<file path="config.mk">
export PLATFORM = sky130hd
export DESIGN_NAME = spi_pkt_tx
export DESIGN_NICKNAME = d
export VERILOG_FILES = /design/src/rtl/spi_pkt_tx.sv
export SDC_FILE = /design/constraint.sdc
export NUM_CORES = 1
export LEC_CHECK = 0
export CAP_MARGIN = 20
export CORE_MARGIN = 1.5
export CORE_UTILIZATION = 30
export DETAILED_ROUTE_END_ITERATION = 16
export GPL_TIMING_DRIVEN = 0
export PLACE_DENSITY = 0.52
export SETUP_SLACK_MARGIN = 0.02
export SLEW_MARGIN = 20
export SYNTH_ARGS = -nofsm -noshare
export SYNTH_HDL_FRONTEND = slang
export SYNTH_SLANG_ARGS = --single-unit
</file>
<file path="constraint.sdc">
create_clock -name clk -period 1.8 [get_ports clk]
set_input_delay 0.36 -clock clk [delete_from_list [all_inputs] [get_ports clk]]
set_output_delay 0.36 -clock clk [all_outputs]
set_load 0.02 [all_outputs]
</file>
<file path="src/rtl/spi_pkt_tx.sv">
// spi_pkt_tx: frames one packet (4-byte header + PACKAGE_SIZE payload bytes
// pulled from the packet FIFO) and shifts it out as an SPI mode-0 master.
//
// Handshake: fifo_rd_en is a one-cycle request. Every cycle in WAIT with
// fifo_valid high carries the requested byte. Cycles where fifo_valid is
// high outside WAIT are ignored. While the block waits, SCLK is held low,
// so any FIFO latency only stretches the low phase in front of a byte.
module spi_pkt_tx #(
    parameter int          DATA_WIDTH   = 8,
    parameter int          PACKAGE_SIZE = 10,
    parameter int          CNT_WIDTH    = 16,
    parameter int          CLK_DIV      = 2,
    parameter logic [15:0] SYNC_WORD    = 16'hA55A
) (
    input  logic                  clk,
    input  logic                  rst,
    input  logic                  pkt_ready,
    input  logic [DATA_WIDTH-1:0] fifo_dout,
    input  logic                  fifo_valid,
    input  logic                  fifo_empty,
    output logic                  fifo_rd_en,
    output logic                  spi_cs_n,
    output logic                  spi_sclk,
    output logic                  spi_mosi,
    output logic                  busy,
    output logic                  pkt_done,
    output logic [CNT_WIDTH-1:0]  pkt_cnt,
    output logic                  overrun,
    output logic                  underrun
);

    // The shifter is 8 bits wide; DATA_WIDTH is expected to be 8.
    localparam int                   DIV_W    = (CLK_DIV > 1) ? $clog2(CLK_DIV) : 1;
    localparam logic [DIV_W-1:0]     DIV_LAST = DIV_W'(CLK_DIV - 1);
    localparam logic [CNT_WIDTH-1:0] PKG_SIZE = CNT_WIDTH'(PACKAGE_SIZE);

    typedef enum logic [2:0] {
        IDLE  = 3'd0,
        HDR   = 3'd1,
        FETCH = 3'd2,
        WAIT  = 3'd3,
        SHIFT = 3'd4,
        GUARD = 3'd5
    } state_t;

    state_t               state_q;
    logic [DIV_W-1:0]     div_q;
    logic [2:0]           bit_q;
    logic [1:0]           hdr_idx_q;
    logic [CNT_WIDTH-1:0] pay_cnt_q;
    logic [7:0]           shreg_q;
    logic [15:0]          hdr_cnt_q;
    logic                 fifo_rd_en_q;
    logic                 spi_cs_n_q;
    logic                 spi_sclk_q;
    logic                 spi_mosi_q;
    logic                 pkt_done_q;
    logic [CNT_WIDTH-1:0] pkt_cnt_q;
    logic                 overrun_q;
    logic                 underrun_q;

    logic                 tick;
    logic [7:0]           hdr_next_d;
    logic [CNT_WIDTH-1:0] pay_cnt_d;
    logic [CNT_WIDTH-1:0] pkt_cnt_d;

    // Phase tick, the header byte that follows the current one, and counter increments.
    always_comb begin
        tick       = (div_q == DIV_LAST);
        pay_cnt_d  = pay_cnt_q + CNT_WIDTH'(1);
        pkt_cnt_d  = pkt_cnt_q + CNT_WIDTH'(1);
        hdr_next_d = hdr_cnt_q[7:0];
        case (hdr_idx_q)
            2'd0:    hdr_next_d = SYNC_WORD[7:0];
            2'd1:    hdr_next_d = hdr_cnt_q[15:8];
            default: hdr_next_d = hdr_cnt_q[7:0];
        endcase
    end

    // Packet framing FSM with SPI bit timing; all outputs registered here.
    always_ff @(posedge clk) begin
        if (rst) begin
            state_q      <= IDLE;
            div_q        <= '0;
            bit_q        <= '0;
            hdr_idx_q    <= '0;
            pay_cnt_q    <= '0;
            shreg_q      <= '0;
            hdr_cnt_q    <= '0;
            fifo_rd_en_q <= 1'b0;
            spi_cs_n_q   <= 1'b1;
            spi_sclk_q   <= 1'b0;
            spi_mosi_q   <= 1'b0;
            pkt_done_q   <= 1'b0;
            pkt_cnt_q    <= '0;
            overrun_q    <= 1'b0;
            underrun_q   <= 1'b0;
        end else begin
            fifo_rd_en_q <= 1'b0;
            pkt_done_q   <= 1'b0;
            if (pkt_ready && (state_q != IDLE)) begin
                overrun_q <= 1'b1;
            end

            case (state_q)
                IDLE: begin
                    if (pkt_ready) begin
                        state_q    <= HDR;
                        spi_cs_n_q <= 1'b0;
                        spi_sclk_q <= 1'b0;
                        shreg_q    <= SYNC_WORD[15:8];
                        spi_mosi_q <= SYNC_WORD[15];
                        div_q      <= '0;
                        bit_q      <= '0;
                        hdr_idx_q  <= '0;
                        pay_cnt_q  <= '0;
                        hdr_cnt_q  <= 16'(pkt_cnt_q);
                    end
                end

                HDR, SHIFT: begin
                    if (!tick) begin
                        div_q <= div_q + DIV_W'(1);
                    end else begin
                        div_q <= '0;
                        if (!spi_sclk_q) begin
                            spi_sclk_q <= 1'b1;
                        end else begin
                            // End of a bit: SCLK falls and MOSI moves to the next bit.
                            spi_sclk_q <= 1'b0;
                            if (bit_q != 3'd7) begin
                                bit_q      <= bit_q + 3'd1;
                                shreg_q    <= {shreg_q[6:0], 1'b0};
                                spi_mosi_q <= shreg_q[6];
                            end else begin
                                bit_q <= '0;
                                if (state_q == HDR) begin
                                    if (hdr_idx_q == 2'd3) begin
                                        state_q <= FETCH;
                                    end else begin
                                        hdr_idx_q  <= hdr_idx_q + 2'd1;
                                        shreg_q    <= hdr_next_d;
                                        spi_mosi_q <= hdr_next_d[7];
                                    end
                                end else begin
                                    pay_cnt_q <= pay_cnt_d;
                                    if (pay_cnt_d < PKG_SIZE) begin
                                        state_q <= FETCH;
                                    end else begin
                                        state_q <= GUARD;
                                    end
                                end
                            end
                        end
                    end
                end

                FETCH: begin
                    if (fifo_empty) begin
                        underrun_q <= 1'b1;
                        spi_cs_n_q <= 1'b1;
                        spi_sclk_q <= 1'b0;
                        state_q    <= IDLE;
                    end else begin
                        fifo_rd_en_q <= 1'b1;
                        state_q      <= WAIT;
                    end
                end

                WAIT: begin
                    if (fifo_valid) begin
                        shreg_q    <= fifo_dout[7:0];
                        spi_mosi_q <= fifo_dout[7];
                        spi_sclk_q <= 1'b0;
                        div_q      <= '0;
                        bit_q      <= '0;
                        state_q    <= SHIFT;
                    end
                end

                GUARD: begin
                    if (tick) begin
                        spi_cs_n_q <= 1'b1;
                        pkt_done_q <= 1'b1;
                        pkt_cnt_q  <= pkt_cnt_d;
                        div_q      <= '0;
                        state_q    <= IDLE;
                    end else begin
                        div_q <= div_q + DIV_W'(1);
                    end
                end

                default: begin
                    state_q <= IDLE;
                end
            endcase
        end
    end

    assign fifo_rd_en = fifo_rd_en_q;
    assign spi_cs_n   = spi_cs_n_q;
    assign spi_sclk   = spi_sclk_q;
    assign spi_mosi   = spi_mosi_q;
    assign busy       = (state_q != IDLE);
    assign pkt_done   = pkt_done_q;
    assign pkt_cnt    = pkt_cnt_q;
    assign overrun    = overrun_q;
    assign underrun   = underrun_q;

endmodule
</file>
==> summary.json, run 1 <==
{
  "outcome": {
    "status": "complete, but fails checks",
    "failing_checks": "setup timing"
  },
  "finish": {
    "filler_cell_count": 1289,
    "most_frequent_standard_cell_in_the_layout_excluding_fill_and_tap_cells": "sky130_fd_sc_hd__nand2_1",
    "area_growth_pct": 48.5,
    "n_antenna_cell": 0,
    "finish.net_count": 612,
    "fraction_of_layout_cells_with_a_size_suffix_above_1_pct": 34.5,
    "non_filler_instance_count_after_layout": 769,
    "layout.cells.most_common_list": "sky130_fd_sc_hd__nand2_1 (57), sky130_fd_sc_hd__buf_4 (56), sky130_fd_sc_hd__dfxtp_1 (56)",
    "seq_area_sq_mm": 0.00145,
    "total_area_of_multi_input_combinational_cells_sq_mm": 0.00267
  },
  "timing": {
    "worst_slack_setup_final_ns": -0.0978,
    "clock-skew-final_ns": 0.0129,
    "final.hold.worst_slack_ns": 0.399,
    "achievable-frequency_mhz": 527,
    "setup_viol_count_final": 16,
    "rsz0062_at_grt": "true",
    "worst_pin_slew_ns": 0.636,
    "finalCritPeriodShare_pct": 105,
    "finalSetupTns_ns": -0.842,
    "slew-limit-headroom_pct": 57.6,
    "slew_viol_final": 0,
    "final_critical_path_time_including_i_o_delays_and_setup_ns": 1.90,
    "count_of_endpoints_failing_hold_in_the_final_timing_report": 0
  },
  "routing": {
    "drtAntennaViolNets": 0,
    "drt-wirelength-per-cell_um": 15.3,
    "route.vias.total": 3907,
    "detail_route.iter0.violations": 247,
    "drt-pass1-iter-count": 4,
    "via_per_inst": 5.08,
    "wirelength_mm": 11.8,
    "drc": 0
  },
  "clock_network": {
    "cts_root_buf": "sky130_fd_sc_hd__clkbuf_16",
    "tritoncts": "built",
    "cts.hold.buffers_added": 0,
    "clock_tree.htree_level_count": 3,
    "cts.sinks": 71,
    "clock_latency_ns": 0.34,
    "cts.clk_slew.worst_paths_ns": 0.06,
    "cts_inserted_buffers": 9,
    "cts_buffer_depth": 2
  },
  "floorplan": {
    "die_height_um": 117,
    "initial_utilization_pct": 30.7,
    "coreArea_sq_mm": 0.0126,
    "dieArea_sq_mm": 0.0136,
    "floorplan.rows": 41,
    "die_width_um": 117,
    "floorplan.io_pins": 37
  },
  "worst_setup_path": {
    "worst_setup_path_end_kind": "register",
    "reg2reg_from": "state_q[2]$_SDFFE_PP0P_",
    "worstPathArrival_ns": 2.16,
    "worstPathCellList": "buf_6, xnor2_1, o311a_4, o211ai_4, or2_1, buf_6, a211o_1, a21oi_1",
    "worst_path_max_delay_cell": "sky130_fd_sc_hd__dfxtp_4",
    "critPathMostFrequentCell": "sky130_fd_sc_hd__buf_6",
    "critPathMaxFanout": 7,
    "critPathMaxStageDelay_ns": 0.35,
    "critical_path_required_ns": 2.06,
    "worstSetupStartpoint": "state_q[2]$_SDFFE_PP0P_",
    "timing_worst_setup_path_type": "reg -> reg",
    "worst_setup_path_start_kind": "register"
  },
  "min_path": {
    "hold_start": "rst",
    "worst_hold_path_type": "in -> reg"
  },
  "synth": {
    "synth_edf_count": 0,
    "syn-mean-instance-area_sq_um": 7.88,
    "yosys.area.top_type_share_pct": 36.6,
    "synth_top_cells_by_area": "sky130_fd_sc_hd__dfxtp_1 (37%), sky130_fd_sc_hd__a21oi_1 (7.9%), sky130_fd_sc_hd__nand2_1 (5.9%)",
    "syn_nets": 512,
    "post_synth_instance_area_sq_mm": 0.00388,
    "synth_cell_types": 62,
    "asyncSetResetFlopFracSynth_pct": 0,
    "yosys.area.top_type": "sky130_fd_sc_hd__dfxtp_1",
    "synth_cells": 492,
    "synth-seq-area-share_pct": 36.6,
    "synth.yosys.warnings": 0,
    "flip_flop_cell_with_the_highest_count_after_synthesis": "sky130_fd_sc_hd__dfxtp_1",
    "synth_seq_cells": 71
  },
  "place": {
    "buffer_ports.inserted": 35,
    "gpl.final_weighted_congestion": 0.859,
    "placed_cells": 699,
    "post-dp-hpwl_mm": 7.51
  },
  "global_route": {
    "grt_use_total_pct": 17.7,
    "grt_pass1_wl_mm": 18.5,
    "grt_antenna_before_repair": 0,
    "grt_start_max_net_pins": 15,
    "first_global_vias": 3643,
    "global_route.overflow_total": 0
  },
  "run": {
    "cap_violations": 0
  },
  "power": {
    "irDropWorstVdd_uv": 476,
    "cellPowerDensity_mw_per_mm2": 953,
    "static-leakage-power_nw": 2.20
  }
}
[synthesized netlist by cell type (2+ instances only)]
library cell and number:
sky130_fd_sc_hd__o22ai_1 5, sky130_fd_sc_hd__nor2b_1 8, sky130_fd_sc_hd__clkbuf_2 2, sky130_fd_sc_hd__a211o_1 3, sky130_fd_sc_hd__and4_1 4, sky130_fd_sc_hd__o21a_1 3
sky130_fd_sc_hd__dfxtp_1 71, sky130_fd_sc_hd__o211ai_1 3, sky130_fd_sc_hd__mux2_2 5, sky130_fd_sc_hd__nand3b_1 4, sky130_fd_sc_hd__nand4_1 7, sky130_fd_sc_hd__nor2_1 51
sky130_fd_sc_hd__ha_1 7, sky130_fd_sc_hd__nor3_1 7, sky130_fd_sc_hd__o21ai_0 26, sky130_fd_sc_hd__a31oi_1 6, sky130_fd_sc_hd__or4_1 3, sky130_fd_sc_hd__a22oi_1 2
sky130_fd_sc_hd__inv_1 9, sky130_fd_sc_hd__and3_1 6, sky130_fd_sc_hd__clkbuf_1 19, sky130_fd_sc_hd__a21oi_1 61, sky130_fd_sc_hd__a211oi_1 7, sky130_fd_sc_hd__nand2b_1 2
sky130_fd_sc_hd__nand3_1 12, sky130_fd_sc_hd__nor3b_1 5, sky130_fd_sc_hd__buf_2 12, sky130_fd_sc_hd__or3_1 18, sky130_fd_sc_hd__xnor2_1 7, sky130_fd_sc_hd__nand3_4 3
sky130_fd_sc_hd__nand2_1 61, sky130_fd_sc_hd__mux2i_1 6, sky130_fd_sc_hd__o21ai_1 2, sky130_fd_sc_hd__xor2_1 11, sky130_fd_sc_hd__nor4_4 2, sky130_fd_sc_hd__buf_4 2
sky130_fd_sc_hd__and2_1 3, sky130_fd_sc_hd__buf_1 3
[cell families (layout without fill, tap and decap cells)]
logic type                 count (synthesis)  after routing  share of synthesized area, %
muxes                                     11             11                          3.00
buffers and inverters                     48            153                          5.29
adders and majority gates                  7              7                          2.26
AOI/OAI and AO/OA                        129            129                          20.0
xor gates and xnor gates                  18             18                          4.06
and+or+nand+nor                          208            208                          28.8
DFF                                       71             71                          36.6
[where the power goes]
| part | switching (mW) | leakage (nW) | internal (mW) |
|---|---|---|---|
| Combinational | 1.02 | 1.48 | 0.953 |
| Sequential | 0.0844 | 0.583 | 1.69 |
| Clock | 0.747 | 0.140 | 0.990 |
| Total | 1.85 | 2.20 | 3.63 |
[layer usage]
| layer | track usage [%] | wire [um] | vias to the layer above | part of all wire (%) |
|---|---|---|---|---|
| li1 | - | - | 1938 | - |
| met1 | 24.9 | 5720 | 1867 | 49 |
| met4 | 6.51 | 134 | 0 | 1.1 |
| met3 | 3.68 | 450 | 9 | 3.8 |
| met5 | 0 | 0 | - | 0 |
| met2 | 26.7 | 5480 | 93 | 46 |
[final timing paths]
kind         depth (start not counted)  slack, ns                 endpoint
max                                  8       -0.1  shreg_q[5]$_SDFFE_PP0P_
min                                  2       0.40      pkt_done$_SDFF_PP0_
max reg2reg                          8       -0.1  shreg_q[5]$_SDFFE_PP0P_
min reg2reg                          2       0.45    spi_mosi$_SDFFE_PP0P_
[through the flow]
step / utilization, % / area [sq um] / power (mW) / worst slack, ns
after floorplan: - / 3910 / 2.72 / -0.0164
after global placement: 35.4 / 4470 / 3.09 / -0.746
after detailed placement: 35.4 / 4470 / 3.11 / -0.722
after CTS: 42.2 / 5330 / 5.16 / -0.158
after global routing: 45.6 / 5760 / 5.78 / -0.202
final: 45.6 / 5760 / 5.49 / -0.0978
[worst max-delay path, delay by kind of cell (launching register included)]
kind	cells	cell delay, ns
xor gates and xnor gates	1	0.23
AOI/OAI and AO/OA	4	0.71
DFF	1	0.35
and+or+nand+nor	1	0.26
buffers and inverters	2	0.26
[state kept, by name, indices dropped and copies added, names as in the netlist]
signal / cells
spi_sclk: 1
hdr_cnt_q: 16
overrun: 1
div_q: 1
bit_q: 3
fifo_rd_en: 1
pkt_cnt: 16
hdr_idx_q: 2
spi_mosi: 1
pay_cnt_q: 16
underrun: 1
pkt_done: 1
spi_cs_n: 1
state_q: 3
shreg_q: 7
[layout make-up]
type,instances,area share [%]
plain buffers,37,5.67
clock buffers,10,4.15
clock inverters,6,0.891
inverters,10,0.652
multi-input cells,373,46.3
flip-flops and latches,71,25.1
well taps,172,3.74
repair buffers,90,13.5
[repair_timing]
| action | 4_1_cts | 5_1_grt |
|---|---|---|
| gates resized for setup | 106 | 97 |
| endpoints found under the setup margin | 62 | 57 |
| pin swaps | 29 | 33 |
| buffers inserted | 33 | 22 |
| gates cloned | 1 | 0 |
(Power assumes the default switching activity.)
==> inputs of run 2 (changes only) <==
--- a/config.mk
+++ b/config.mk
@@ -7,10 +7,10 @@
 export LEC_CHECK = 0
 export CAP_MARGIN = 20
 export CORE_MARGIN = 1.5
-export CORE_UTILIZATION = 30
+export CORE_UTILIZATION = 50
 export DETAILED_ROUTE_END_ITERATION = 16
 export GPL_TIMING_DRIVEN = 0
-export PLACE_DENSITY = 0.52
+export PLACE_DENSITY = 0.77
 export SETUP_SLACK_MARGIN = 0.02
 export SLEW_MARGIN = 20
 export SYNTH_ARGS = -nofsm -noshare
==> summary.json, run 2 (synthesis results as in run 1) <==
{
  "outcome": {
    "status": "complete, but fails checks",
    "failing_checks": "setup timing"
  },
  "routing": {
    "detailroute.wirelength.met3_um": 839,
    "wire_length_on_met1_mm": 5.16,
    "route.vias.total": 4136,
    "wl_met2_mm": 5.82,
    "wirelength_mm": 12.3,
    "via_per_inst": 6.02,
    "drt-wirelength-per-cell_um": 17.9,
    "drc": 0,
    "drtAntennaViolNets": 0,
    "maxUsedRoutingLayer": "met4",
    "detail_route.iter0.violations": 334,
    "drt-pass1-iter-count": 5
  },
  "clock_network": {
    "cts.clk_slew.worst_paths_ns": 0.09,
    "tritoncts": "built",
    "cts_root_buf": "sky130_fd_sc_hd__clkbuf_8",
    "clock_latency_ns": 0.38,
    "cts.sinks": 71,
    "clock_tree.htree_level_count": 3,
    "cts_inserted_buffers": 9,
    "cts.hold.buffers_added": 0,
    "cts_buffer_depth": 2
  },
  "floorplan": {
    "dieArea_sq_mm": 0.00829,
    "floorplan.rows": 31,
    "die_height_um": 91.1,
    "die_width_um": 91.1,
    "initial_utilization_pct": 52.6,
    "floorplan.io_pins": 37,
    "coreArea_sq_mm": 0.00737
  },
  "finish": {
    "fraction_of_layout_cells_with_a_size_suffix_above_1_pct": 33.0,
    "area_growth_pct": 41.8,
    "n_antenna_cell": 0,
    "most_frequent_standard_cell_in_the_layout_excluding_fill_and_tap_cells": "sky130_fd_sc_hd__nand2_1",
    "finish.net_count": 603,
    "layout.cells.most_common_list": "sky130_fd_sc_hd__nand2_1 (59), sky130_fd_sc_hd__dfxtp_1 (53), sky130_fd_sc_hd__nor2_1 (50)"
  },
  "global_route": {
    "grt_start_max_net_pins": 16,
    "global_route.overflow_total": 0,
    "grt_pass1_wl_mm": 18.0,
    "grt_use_total_pct": 27.4,
    "grt_antenna_before_repair": 0,
    "first_global_vias": 3677
  },
  "worst_setup_path": {
    "worstPathCellList": "buf_6, buf_6, nor2b_4, buf_6, a21oi_4, nor3b_2, or2_1, buf_6, a211o_1, a21oi_2",
    "timing_worst_setup_path_type": "reg -> reg",
    "path_delay_family": "simple AND/OR/NAND/NOR gates",
    "worst_path_max_delay_cell": "sky130_fd_sc_hd__dfxtp_2",
    "worstPathArrival_ns": 2.22,
    "worst_setup_path_start_kind": "register",
    "path_buf_inv": 4,
    "critPathMostFrequentCell": "sky130_fd_sc_hd__buf_6",
    "critical_path_required_ns": 2.04,
    "timing.reg2reg.worst_path_depth": 10,
    "critPathMaxStageDelay_ns": 0.33,
    "worst_setup_path_end_kind": "register",
    "critical_path_cell_count": 10,
    "critPathMaxFanout": 8
  },
  "timing": {
    "achievable-frequency_mhz": 507,
    "setup_viol_count_final": 23,
    "final.hold.worst_slack_ns": 0.452,
    "finalCritPeriodShare_pct": 110,
    "worst_slack_setup_final_ns": -0.174,
    "count_of_endpoints_failing_hold_in_the_final_timing_report": 0,
    "slew_viol_final": 0,
    "clock-skew-final_ns": 0.0106,
    "worst_pin_slew_ns": 0.725,
    "slew-limit-headroom_pct": 51.7,
    "rsz0062_at_grt": "true",
    "final_critical_path_time_including_i_o_delays_and_setup_ns": 1.97
  },
  "power": {
    "irDropWorstVdd_uv": 567,
    "cellPowerDensity_mw_per_mm2": 952,
    "totalPowerFinal_mw": 5.24,
    "static-leakage-power_nw": 2.10
  },
  "place": {
    "post-dp-hpwl_mm": 6.73,
    "buffer_ports.inserted": 35,
    "gpl.final_weighted_congestion": 0.910
  },
  "run": {
    "cap_violations": 0
  },
  "min_path": {
    "min_path_cells": 2,
    "worst_hold_path_type": "in -> reg"
  }
}
run 2: what timing repair did:
action / CTS / global route
resized for setup: 113 / 73
setup endpoints to repair: 64 / 52
pin swaps: 19 / 16
buffers inserted: 35 / 12
run 2: stage by stage:
| stage | util [%] | setup slack (ns) | std cells | area (sq um) | setup TNS (ns) |
|---|---|---|---|---|---|
| final | 74.7 | -0.174 | 687 | 5500 | -1.51 |
| after global placement | 59.4 | -0.627 | 626 | 4380 | -16.52 |
| after global routing | 74.7 | -0.216 | 687 | 5500 | -3.09 |
| after floorplan | - | -0.0164 | 492 | 3910 | -0.0164 |
| after detailed placement | 59.4 | -0.649 | 626 | 4380 | -17.13 |
| after CTS | 70.3 | -0.0865 | 677 | 5180 | -0.358 |
run 2: layout make-up:
| class | count | area, sq um |
|---|---|---|
| multi-input cells | 373 | 2660 |
| fillers | 500 | 1870 |
| flip-flops and latches | 71 | 1450 |
| repair buffers | 81 | 741 |
| plain buffers | 37 | 308 |
| clock buffers | 9 | 124 |
| well taps | 99 | 124 |
| clock inverters | 7 | 63.8 |
| inverters | 10 | 37.5 |
run 2: worst register-to-register path, cell delays in order (launching register included):
cell and delay, ns:
sky130_fd_sc_hd__dfxtp_2 0.33, sky130_fd_sc_hd__buf_6 0.14, sky130_fd_sc_hd__buf_6 0.13, sky130_fd_sc_hd__nor2b_4 0.17, sky130_fd_sc_hd__buf_6 0.17, sky130_fd_sc_hd__a21oi_4 0.08
sky130_fd_sc_hd__nor3b_2 0.29, sky130_fd_sc_hd__or2_1 0.19, sky130_fd_sc_hd__buf_6 0.14, sky130_fd_sc_hd__a211o_1 0.14, sky130_fd_sc_hd__a21oi_2 0.06
run 2: worst paths after layout:
check	start	to	slack, ns
setup / recovery	state_q[2]$_SDFFE_PP0P_	shreg_q[2]$_SDFFE_PP0P_	-0.17
hold reg to reg	hdr_cnt_q[12]$_SDFFE_PP0P_	hdr_cnt_q[12]$_SDFFE_PP0P_	0.46
setup reg to reg	state_q[2]$_SDFFE_PP0P_	shreg_q[2]$_SDFFE_PP0P_	-0.17
hold / removal	rst	pkt_done$_SDFF_PP0_	0.45
run 2: per-layer routing:
metal	track usage, %	vias up
met5	0	-
met4	14.3	0
met3	4.27	42
met2	43.5	200
met1	35.6	1968
li1	-	1926
run 2: power breakdown:
part           internal, mW  switching [mW]
combinational          1.05            1.14
clock                 0.533           0.738
sequential             1.69          0.0859
==> RTL edit 1 (config.mk and constraints of run 1) <==
The parameter `CLK_DIV` goes from 2 to 4.
--- a/src/rtl/spi_pkt_tx.sv
+++ b/src/rtl/spi_pkt_tx.sv
@@ -11,3 +11,3 @@
     parameter int          CNT_WIDTH    = 16,
-    parameter int          CLK_DIV      = 2,
+    parameter int          CLK_DIV      = 4,
     parameter logic [15:0] SYNC_WORD    = 16'hA55A
Behaviour: not the same (Yosys sat finds a counterexample within 4 cycles, from zero or initial values and one cycle with rst high).
==> RTL edit 1 against run 1 <==
The run still ends with negative setup slack left; maximum frequency shrank 4.0%; critical path depth down 1; count of clock-buffer cells in the layout decreased by 1; via count shrank 0.95%; wire length decreased by 1.5%; power fell by 2.3%; synthesized area down 0.71%; worst setup slack worse by 78 ps; design area is 6.3% lower; non-clock buffer count decreased by 25; sequential cell count increased by 1; final cell count shrank 2.2%; critical path type unchanged; highest routed layer unchanged.
==> RTL edit 1: results (changes against run 1) <==
| Metric | Value |
|---|---|
| Initial DRC Count | `179 (was 247)` |
| IO buf count | `36 (was 35)` |
| Fin cells | `752 (was 769)` |
| Most instantiated cells after synthesis | `a21oi_1 (72), dfxtp_1 (72), nand2_1 (60) (was dfxtp_1 (71), a21oi_1 (61), nand2_1 (61))` |
| Switching share of power | `35.25% (was 33.77%)` |
| Setup slack after layout | `-176.1 ps (was -97.79 ps)` |
| Lkg Pwr | `0.002016 uW (was 0.002204 uW)` |
| Yosys cell types | `54 (was 62)` |
| Failing checks | `negative setup slack (unchanged)` |
| Worst-margin pin slew | `728.6 ps (was 636.5 ps)` |
| Synthesized Nets | `517 (was 512)` |
| Placed inst area | `4492 um^2 (was 4472 um^2)` |
| Layout cell share with drive strength beyond 1 | `25.86% (was 34.51%)` |
| Number of global-route vias before repair | `3,626 (was 3,643)` |
| Worst vdd ir | `0.4308 mV (was 0.4757 mV)` |
| WL/cell | `15.44 um (was 15.32 um)` |
| Multi-input logic area | `2556 um^2 (was 2666 um^2)` |
| DP Wirelength | `7.708 mm (was 7.507 mm)` |
| Synth area leaders | `dfxtp_1 (37%), a21oi_1 (9.4%), nand2_1 (5.8%) (was dfxtp_1 (37%), a21oi_1 (7.9%), nand2_1 (5.9%))` |
| Setup violations, final | `28 (was 16)` |
| DP Cell Count | `704 (was 699)` |
| Nets | `596 (was 612)` |
| Pre-antenna DRT Iters | `5 (was 4)` |
| Synth Instances | `496 (was 492)` |
| Status | `finished with violations (unchanged)` |
| Clock Skew | `5.523 ps (was 12.90 ps)` |
| Via density | `5.146 (was 5.081)` |
RTL edit 1: cell types whose count changed in the layout (fill, tap and decap cells not counted), sizes merged, moves of 5 or more:
cell         delta
nand2b          +6
nor2b           -5
mux2i           +7
a21oi          +11
buf            -34
dlygate4sd2     +5
a211o           +5
or3             -9
clkbuf          +6
nor2            +9
RTL edit 1: cell type report:
type                    instances  share of cell area, %
clock inverters                 7                  1.020
flip-flops and latches         72                  27.05
multi-input cells             382                  47.36
repair buffers                 72                  12.01
well taps                     172                  3.987
inverters                       8                 0.5563
clock buffers                   9                  4.172
plain buffers                  30                  3.848
RTL edit 1: routing by layer:
metal,up-vias,track usage [%],wire (um)
met5,-,0,0
met4,0,5.854,157
met3,14,4.203,551
met2,88,26.98,5264
met1,1852,24.50,5638
li1,1916,-,-
RTL edit 1: what timing repair did:
item / 4_1_cts / 5_1_grt
cloned: 1 / 0
setup buffers: 25 / 10
pin swaps: 28 / 32
endpoints found under the setup margin: 70 / 54
resized for setup: 71 / 83
RTL edit 1: path summary, 6_finish.rpt:
check                 endpoint         start  cells past startpoint  slack [ps]
setup / recovery  pay_cnt_q[4]      bit_q[0]                      7        -180
setup reg to reg  pay_cnt_q[4]      bit_q[0]                      7        -180
hold / removal    hdr_cnt_q[8]  hdr_cnt_q[8]                      2         450
hold reg to reg   hdr_cnt_q[8]  hdr_cnt_q[8]                      2         450
RTL edit 1: kinds of logic after synthesis:
group           Yosys count  share of synthesized area [%]
simple gates            212                          28.27
compound gates          129                          19.10
flops                    72                          37.43
mux                      14                          3.671
fa+ha+maj                 9                          2.859
buf+inv                  42                          4.581
xor+xnor                 18                          4.094
RTL edit 1: critical path, stage by stage (launching register included):
cell	delay, ps
dfxtp_2	350
ha_4	140
ha_4	130
nand4_1	90
a211o_1	330
or2_4	270
or4b_4	490
a21oi_2	120
RTL edit 1: through the flow:
stage               hold WS, ps  total power (uW)  setup TNS (ps)  setup slack [ps]
CTS                       454.4              5186           -2160            -161.2
detailed placement        445.9              3215          -22850            -590.9
global placement          443.3              3200          -21450            -572.1
global route              471.8              5660           -4249            -229.9
floorplan                 431.5              2792          -206.7            -136.8
finish                    452.3              5362           -1665            -176.1
RTL edit 1: power by group through the flow:
stage	Clock (uW)	Combinational (uW)	Sequential, uW
final	1700	1890	1780
after floorplan	0	990	1800
after global routing	1820	2050	1790
after global placement	0	1410	1790
after CTS	1740	1670	1770
after detailed placement	0	1420	1790
==> RTL edit 2 (flow settings as in run 1) <==
Made on the original files. Encoding of `state_t`: now one-hot (6 bits for 6 states).
--- a/src/rtl/spi_pkt_tx.sv
+++ b/src/rtl/spi_pkt_tx.sv
@@ -36,9 +36,9 @@
 
-    typedef enum logic [2:0] {
-        IDLE  = 3'd0,
-        HDR   = 3'd1,
-        FETCH = 3'd2,
-        WAIT  = 3'd3,
-        SHIFT = 3'd4,
-        GUARD = 3'd5
+    typedef enum logic [5:0] {
+        IDLE  = 6'b000001,
+        HDR   = 6'b000010,
+        FETCH = 6'b000100,
+        WAIT  = 6'b001000,
+        SHIFT = 6'b010000,
+        GUARD = 6'b100000
     } state_t;
Check against the original RTL: same outputs for any inputs over 4 cycles, from zero or initial values and one cycle with rst high; so few cycles prove little.
==> RTL edit 2 against run 1 <==
The flow still finishes with violations (negative setup slack); worst hold slack gained 58 ps; worst setup slack got worse by 240 ps; sequential share of layout area increased by 0.12 points; synthesized area up 1.9%; sequential cell count grew 3; wire length up 8.1%; synthesized cell count is 1.8% lower; design area up 4.1%.
Power is not compared: it rests on default switching activity, and its combinational part moved more than twofold at a synthesized area within 25%.
==> RTL edit 2: results (changes against run 1) <==
| Metric | Value |
|---|---|
| Nets | `597 (was 612)` |
| Routed wire length | `12.74 mm (was 11.78 mm)` |
| Ant. Diodes | `0 (unchanged)` |
| Yosys cell types | `68 (was 62)` |
| Layout cell share with drive strength beyond 1 | `37.29% (was 34.51%)` |
| CP arrival | `2370 ps (was 2160 ps)` |
| R2r endpoint | `state_q[2] (was shreg_q[5])` |
| Initial DRC Count | `283 (was 247)` |
| DP Wirelength | `8.303 mm (was 7.507 mm)` |
| Initial antenna violation count | `0 (unchanged)` |
| YS warnings | `0 (unchanged)` |
| Synthesized Nets | `503 (was 512)` |
| DP Cell Count | `691 (was 699)` |
| Clock Skew | `7.101 ps (was 12.90 ps)` |
| Worst Hold Launch | `hdr_cnt_q[3] (was rst)` |
| First-pass GRT wire length | `19.66 mm (was 18.49 mm)` |
| Hold Path Stages | `2 (unchanged)` |
| Setup violations, final | `56 (was 16)` |
| Skew-Pair Late Insertion Delay | `350 ps` |
| DR vias | `3,948 (was 3,907)` |
| CTS Buf Count | `9 (unchanged)` |
| P_int | `3203 uW` |
| Worst hold endpoint | `hdr_cnt_q[3] (was pkt_done)` |
| Clk slew on worst S/H paths | `60 ps (about the same)` |
| Pin count of the biggest net entering global routing | `13 (was 15)` |
| Setup slack after layout | `-334.3 ps (was -97.79 ps)` |
| Seq/Total Area, Yosys | `37.48% (was 36.65%)` |
| Pre-CTS setup slack | `-666.9 ps (was -722.2 ps)` |
| Ys async rst share | `0% (unchanged)` |
| Gp weighted congestion | `0.8208 (was 0.8589)` |
| Worst R2R Start | `pay_cnt_q[0] (was state_q[2])` |
| R2R depth | `7 (was 8)` |
| Top FF cell, synth | `dfxtp_1 (unchanged)` |
| Pre-antenna DRT Iters | `6 (was 4)` |
| Worst-path fanout max | `5 (was 7)` |
| Failing checks | `negative setup slack (unchanged)` |
| Critical path type | `reg -> reg (unchanged)` |
| Worst hold path type | `reg -> reg (was in -> reg)` |
| Fin cells | `754 (was 769)` |
| IO buf count | `36 (was 35)` |
| Status | `finished with violations (unchanged)` |
| Synth area leaders | `dfxtp_1 (37%), a21oi_1 (6.7%), nand2_1 (5.7%) (was dfxtp_1 (37%), a21oi_1 (7.9%), nand2_1 (5.9%))` |
| Hold WS | `457.3 ps (was 399.2 ps)` |
| Number of global-route vias before repair | `3,750 (was 3,643)` |
| Placed inst area | `4666 um^2 (was 4472 um^2)` |
| Syn_area_per_cell | `8.183 um^2 (was 7.884 um^2)` |
| Fin util | `47.13% (was 45.65%)` |
| CTS root buffer | `clkbuf_16 (unchanged)` |
| All-Layer GR Usage | `18.03% (was 17.68%)` |
| Most instantiated cells after synthesis | `dfxtp_1 (74), nand2_1 (60), nor2_1 (57) (was dfxtp_1 (71), a21oi_1 (61), nand2_1 (61))` |
| Fillers | `1,275 (was 1,289)` |
| Worst-margin pin slew | `675.0 ps (was 636.5 ps)` |
| H-tree depth | `3 (unchanged)` |
| Total Neg Setup Slack | `-8575 ps (was -842.2 ps)` |
[RTL edit 2: cell types whose count changed after synthesis, moves of 6 or more]
cell	before	now
a21oi_1	61	53
a311oi_1	1	8
nor2_1	51	57
o21ai_0	26	15
or3_1	18	8
[RTL edit 2: cell type report]
cell class / count / share of cell area [%]
Buffer: 28 / 3.422
Multi-Input combinational cell: 365 / 47.87
Tap cell: 172 / 3.589
Sequential cell: 74 / 25.25
Inverter: 13 / 0.8139
Clock buffer: 12 / 4.278
Timing Repair Buffer: 86 / 13.96
Clock inverter: 4 / 0.8139
[RTL edit 2: metal layers]
metal	GRT usage [%]	share of wire (%)	vias to the layer above
met5	0	0	-
met4	5.030	1.2	0
met3	4.797	4.7	10
met2	29.71	50	58
met1	23.20	45	1943
li1	-	-	1937
[RTL edit 2: power groups by stage]
stage | registers (uW) | logic [uW] | clock network [uW]
finish | 1730 | 816 | 1890
floorplan | 1760 | 363 | 0
global placement | 1760 | 532 | 0
detailed placement | 1760 | 538 | 0
CTS | 1730 | 679 | 1920
global route | 1730 | 867 | 1990
[RTL edit 2: cells by family after synthesis]
| kind of cell | count (synthesis) | synth area share, % |
|---|---|---|
| AO/OA/AOI/OAI | 123 | 21.40 |
| XOR/XNOR | 20 | 4.432 |
| adder cells (fa/ha/maj) | 7 | 2.216 |
| buffers and inverters | 44 | 5.033 |
| flip-flops | 74 | 37.48 |
| multiplexers | 4 | 1.013 |
| AND/OR/NAND/NOR | 211 | 28.43 |
[RTL edit 2: repair_timing]
action,in CTS,in global routing
cloned,0,1
setup buffers,28,21
setup endpoints to repair,77,75
pin swaps,31,47
resized for setup,85,120
[RTL edit 2: worst max-delay path: stages (launching register included)]
cell       delay, ps
dfxtp_4          390
ha_4             170
and3_4           190
xnor2_1          110
nand3_1           90
a221o_1          370
or3_4            400
a2111oi_4        310
